### src/rtl/field_vec_scatter.sv
// Streams ngates field elements into a registered bank that feeds an adder tree.
// The all-ones encoding of p = 2^61-1 is folded to zero as each element is written.
module field_vec_scatter #(
  parameter int ngates  = 8,
  parameter int F_NBITS = 61
) (
  input  logic               clk,
  input  logic               rst,
  input  logic               start,
  input  logic [F_NBITS-1:0] in_data,
  input  logic               in_valid,
  output logic               in_ready,
  output logic [F_NBITS-1:0] v_parts [ngates-1:0],
  output logic               busy,
  output logic               done,
  output logic               dbg_state
);

  localparam int IDX_W = $clog2(ngates) + 1;
  localparam logic [F_NBITS-1:0] P_MOD = {F_NBITS{1'b1}};

  typedef enum logic {IDLE = 1'b0, LOAD = 1'b1} state_t;

  state_t             state_q, state_d;
  logic [IDX_W-1:0]   idx_q, idx_d;
  logic               done_q, done_d;
  logic               xfer;
  logic [F_NBITS-1:0] red_data;
  logic [F_NBITS-1:0] bank_q [ngates-1:0];

  // Handshake: a transfer happens on any edge where in_valid && in_ready.
  // in_ready depends on the state alone, so a producer may hold in_valid
  // low indefinitely without affecting bank contents, idx or state.
  assign in_ready  = (state_q == LOAD);
  assign xfer      = in_ready && in_valid;
  assign red_data  = (in_data == P_MOD) ? '0 : in_data;
  assign busy      = (state_q == LOAD);
  assign done      = done_q;
  assign dbg_state = state_q;
  assign v_parts   = bank_q;

  always_comb begin
    state_d = state_q;
    idx_d   = idx_q;
    done_d  = 1'b0;
    case (state_q)
      IDLE: begin
        if (start) begin
          idx_d   = '0;
          state_d = LOAD;
        end
      end
      LOAD: begin
        if (xfer) begin
          idx_d = idx_q + 1'b1;
          if (idx_q == IDX_W'(ngates - 1)) begin
            state_d = IDLE;
            done_d  = 1'b1;
          end
        end
      end
      default: state_d = IDLE;
    endcase
  end

  always_ff @(posedge clk) begin
    if (rst) begin
      state_q <= IDLE;
      idx_q   <= '0;
      done_q  <= 1'b0;
    end else begin
      state_q <= state_d;
      idx_q   <= idx_d;
      done_q  <= done_d;
    end
  end

  // Entries are only rewritten by transfers; start leaves old contents in place.
  always_ff @(posedge clk) begin
    for (int i = 0; i < ngates; i++) begin
      if (rst) begin
        bank_q[i] <= '0;
      end else if (xfer && (idx_q == IDX_W'(i))) begin
        bank_q[i] <= red_data;
      end
    end
  end

endmodule

### config.mk
export PLATFORM = sky130hd
export DESIGN_NAME = field_vec_scatter
export DESIGN_NICKNAME = d
export VERILOG_FILES = /design/src/rtl/field_vec_scatter.sv
export SDC_FILE = /design/constraint.sdc
export NUM_CORES = 1
export LEC_CHECK = 0
export ABC_CLOCK_PERIOD_IN_PS = 2600
export CORE_AREA = 2 2 218 220
export DETAILED_ROUTE_END_ITERATION = 8
export DIE_AREA = 0 0 220 222
export GPL_ROUTABILITY_DRIVEN = 0
export MAX_ROUTING_LAYER = met4
export PLACE_DENSITY_LB_ADDON = 0.05
export SYNTH_ARGS = -nofsm -noshare
export SYNTH_HDL_FRONTEND = slang
export SYNTH_SLANG_ARGS = --single-unit
### constraint.sdc
create_clock -name clk -period 2.6 [get_ports clk]
set_input_delay 0.65 -clock clk [delete_from_list [all_inputs] [get_ports clk]]
set_output_delay 0.65 -clock clk [all_outputs]
set_load 0.01 [all_outputs]
# Word-level counts from Yosys, hierarchy flattened

Index checks and enable logic that the tools add are counted.

Logic and storage cells: 45
Input port bits: 65
Register bits after elaboration: 494
Output and inout bits: 492

$add $sub $neg: 1
Reductions and logical operators: 12
Mux-type cells: 9
Bitwise gates (word level): 2
Eq/ne operators: 10

Operators with widths:

| cell                                                            | count |
|---|---|
| 61-bit == test, second input constant                           | 1 |
| 61-bit two-way mux                                              | 1 |
| 4-bit by 3-bit == test with 1-bit output, second input constant | 4 |
| 1-bit logical AND                                               | 9 |
| 4-bit by 2-bit == test with 1-bit output, second input constant | 2 |
| 4-bit two-way mux                                               | 2 |
| 4-bit case mux with 2 select lines                              | 1 |
| 4-bit by 1-bit adder with 4-bit output, second input constant   | 1 |
| 4-bit by 1-bit == test with 1-bit output, second input constant | 1 |
| 4-bit logical NOT                                               | 1 |
| 1-bit two-way mux                                               | 4 |
| 3-bit OR reduction                                              | 1 |
| 2-bit by 1-bit != test with 1-bit output, second input constant | 1 |
| 2-bit != test, second input constant                            | 1 |
| 1-bit inverter                                                  | 2 |
| 1-bit case mux with 2 select lines                              | 1 |
| 2-bit AND reduction                                             | 1 |

# Logic depth before layout (Yosys ltp)

Gate-level depths: netlist of the first run.

Depth after elaboration: 4
Mapped depth: 8

# Worst setup path before layout of the first run

Ideal clock, no wire load.

Path kind: input-to-reg
Start point: in in_data[0]
End point: reg bank_q (netlist bit v_parts[292])
Slack: 0.090 ns
Data arrival time: 2.393 ns
Library setup time: 0.117 ns
Path buffers: 3
Required time: 2.483 ns
Stages on the path: 7
Cell sequence: nand4_1 > or4_4 > or4_1 > buf_2 > buf_6 > buf_6 > a32o_1

Longest elaborated chain between the ends: 2

Ends and longest elaborated chain:

| element                         | line | text |
|---|---|---|
| from (decl)                     | 10   | `input logic [F_NBITS-1:0] in_data,` |
| 61-bit == test                  | 36   | `assign red_data = (in_data == P_MOD) ? '0 : in_data;` |
| 61-bit two-way mux              | 36   |  |
| to (signal, indexed assignment) | 84   | `bank_q[i] <= red_data;` |
| to (decl)                       | 29   | `logic [F_NBITS-1:0] bank_q [ngates-1:0];` |

No other way between the ends.
A chain may end at the register's enable or synchronous reset.

# Worst setup path in the final report of the first run

Start point: in in_data[12]
End point: reg bank_q (netlist bit v_parts[352])

The elaborated chain is that of the path after synthesis.

==> results of run 1 <==
stage by stage:
step                        TNS, ns  total power, W  hold WS [ns]
after floorplan                   0         0.00822         0.479
after global placement      -428.73         0.00892         0.434
after detailed placement    -439.55         0.00892         0.440
after CTS                         0          0.0163         0.453
after global routing              0          0.0166         0.473
final                     -0.000532          0.0162         0.450
cells by family after synthesis:
family          after synthesis  share of synthesized area (%)
compound gates              502                           18.2
buf+inv                     274                           5.89
fa+ha+maj                     4                          0.275
simple gates                857                           21.4
flops                       494                           54.3
per-layer routing:
layer / part of all wire (%) / vias to the layer above / track usage [%]
li1: - / 8592 / -
met1: 38 / 8946 / 37.7
met2: 48 / 777 / 51.3
met3: 9.1 / 175 / 8.49
met4: 4.9 / 0 / 16.0
met5: 0 / - / -
registers in the layout, summed over array words and instances, names as in the netlist:
| signal | flops |
|---|---|
| busy | 1 |
| done | 1 |
| idx_q | 4 |
| v_parts | 488 |
where the power goes:
part           switching [W]  leakage [nW]  internal (W)
clock                0.00308         0.838       0.00433
sequential         0.0000365          3.98       0.00763
combinational       0.000689          4.80      0.000402
total                0.00381          9.62        0.0124
area by class of cell:
class	count	area, um2
fill	4102	18500
sequential	494	9890
timing repair buffer	741	7680
multi-input combinational	1363	7480
clock buffer	87	1620
tap	607	759
inverter	64	240
clock inverter	8	72.6
antenna	7	17.5
critical path, stage by stage:
cell and delay, ns:
clkdlybuf4s50_1 0.49, nand4_1 0.25, or4_4 0.59, or4_4 0.61, buf_12 0.21, a32o_1 0.25
path summary, 6_finish.rpt:
path,start,end,slack (ns),cells after the start
min reg2reg,v_parts[200],v_parts[200],0.45,2
min,v_parts[200],v_parts[200],0.45,2
max,in_data[12],v_parts[352],-0.0005,6
max reg2reg,idx_q[1],v_parts[73],0.58,5
layout by cell type, fill, tap and decap left out, types with 41 or more instances in the layout:
master / instances
clkdlybuf4s50_1: 530
dfxtp_1: 494
nand2_1: 460
o21ai_0: 282
nand3_1: 260
buf_4: 129
a32o_1: 79
o31ai_1: 64
inv_1: 64
nor2b_1: 62
o32ai_1: 61
clkbuf_16: 53
buf_12: 41
what timing repair did:
item                                    in CTS  in global routing
endpoints found under the setup margin     479                365
pin swaps                                    5                 13
setup buffers                               14                  2
gates resized for setup                     28                 30
cloned                                       8                  0
==> impl_metrics.env, run 1 <==
export IMPL_status="complete, but fails checks"
export IMPL_violations="negative setup slack"
export IMPL_skew_ns=0.00997
export IMPL_synth_seq_cells=494
export IMPL_routed_wl_um=79700
export IMPL_cap_violations=0
export IMPL_hp_class="flip-flop to flip-flop"
export IMPL_p_per_area_mw_per_mm2=582
export IMPL_final_nets=2785
export IMPL_finalHoldViolCount=0
export IMPL_htree_levels=2
export IMPL_critPathMaxFanout=40
export IMPL_worstSetupPathType="input pin to flip-flop"
export IMPL_fp_dieH_um=222
export IMPL_period_share_pct=100
export IMPL_synthCells=2131
export IMPL_postCtsHoldBufs=0
export IMPL_wl_per_cell_um=23.6
export IMPL_core_mm2=0.0463
export IMPL_fin_crit_ns=2.60
export IMPL_drcViolationCount=0
export IMPL_cp_arrival_ns=3.08
export IMPL_initial_core_util_pct=39.4
export IMPL_synth_edff_count=0
export IMPL_synth_area_leaders="dfxtp_1 (54%), nand2_1 (9.5%), o21ai_0 (7.8%), nand3_1 (7.1%), a32o_1 (4.3%)"
export IMPL_grt_use_total_pct=32.3
export IMPL_drv_slew=0
export IMPL_leakagePower_nw=9.62
export IMPL_setup_viol=1
export IMPL_ys_async_sr_fraction_pct=0
export IMPL_grt_pass1_wl_um=115000
export IMPL_critPathCaptureType="flip-flop"
export IMPL_die_w_um=220
export IMPL_tightest_slew_ns=0.846
export IMPL_rows=79
export IMPL_clock_latency_ns=0.60
export IMPL_yosys_area_top_type="dfxtp_1"
export IMPL_vias=18490
export IMPL_cts_sinks=494
export IMPL_slew_headroom_pct=43.6
export IMPL_place_inst=3248
export IMPL_cts_root_buf="clkbuf_16"
export IMPL_syn_avg_cell_area_um2=8.55
export IMPL_cts_max_path_buffers=3
export IMPL_yosysSeqAreaShare_pct=54.3
export IMPL_worstPathRequired_ns=3.08
export IMPL_place_area_mm2=0.0256
export IMPL_max_freq_mhz=385
export IMPL_grt_max_degree=103
export IMPL_worst_slack_ns=-0.000532
export IMPL_antenna_left=0
export IMPL_instances_no_fill=3371
export IMPL_dp_hpwl_um=55300
export IMPL_dr_pass1_iters=6
export IMPL_clk_pin_slew_ns=0.06
export IMPL_synth_flop_cell="dfxtp_1"
export IMPL_grt_pass1_vias=17520
export IMPL_area_delta_synth_final_pct=52.3
export IMPL_ys_types=31
export IMPL_cts_buffers=52
export IMPL_final_area_mm2=0.0278
export IMPL_layout_drive_gt1_share_pct=10.7
export IMPL_ioPinCount=557
export IMPL_numPortBuffers=556
export IMPL_die_area_mm2=0.0488
export IMPL_ys_warn_count=0
export IMPL_rsz0062_at_grt="no"
export IMPL_via_per_inst=5.49
export IMPL_grt_antenna_before_repair=7
export IMPL_syn_cell_area_mm2=0.0182
export IMPL_cts_tree="done"
export IMPL_dp_slack_ns=-0.974
export IMPL_synth_most_common_cell="dfxtp_1"
export IMPL_irDropWorstVdd_mv=0.417
export IMPL_drt_initial_drc_count=1635
export IMPL_start_kind="input pin"
export IMPL_synth_nets=2200
export IMPL_synth_top_cell_area_share_pct=54.3
export IMPL_final_util_pct=60.0
export IMPL_overflow=0
export IMPL_netlist_top_cells_count="dfxtp_1 (494), nand2_1 (460), o21ai_0 (283), nand3_1 (260), clkbuf_1 (167)"
Note: power is estimated with default switching activity, not from simulation.
==> inputs of run 2 (changes only) <==
Settings changed: SLEW_MARGIN from default to 0.
==> results of run 2 <==
Same layout as run 1: the final DEF is identical, and so are final timing and power.
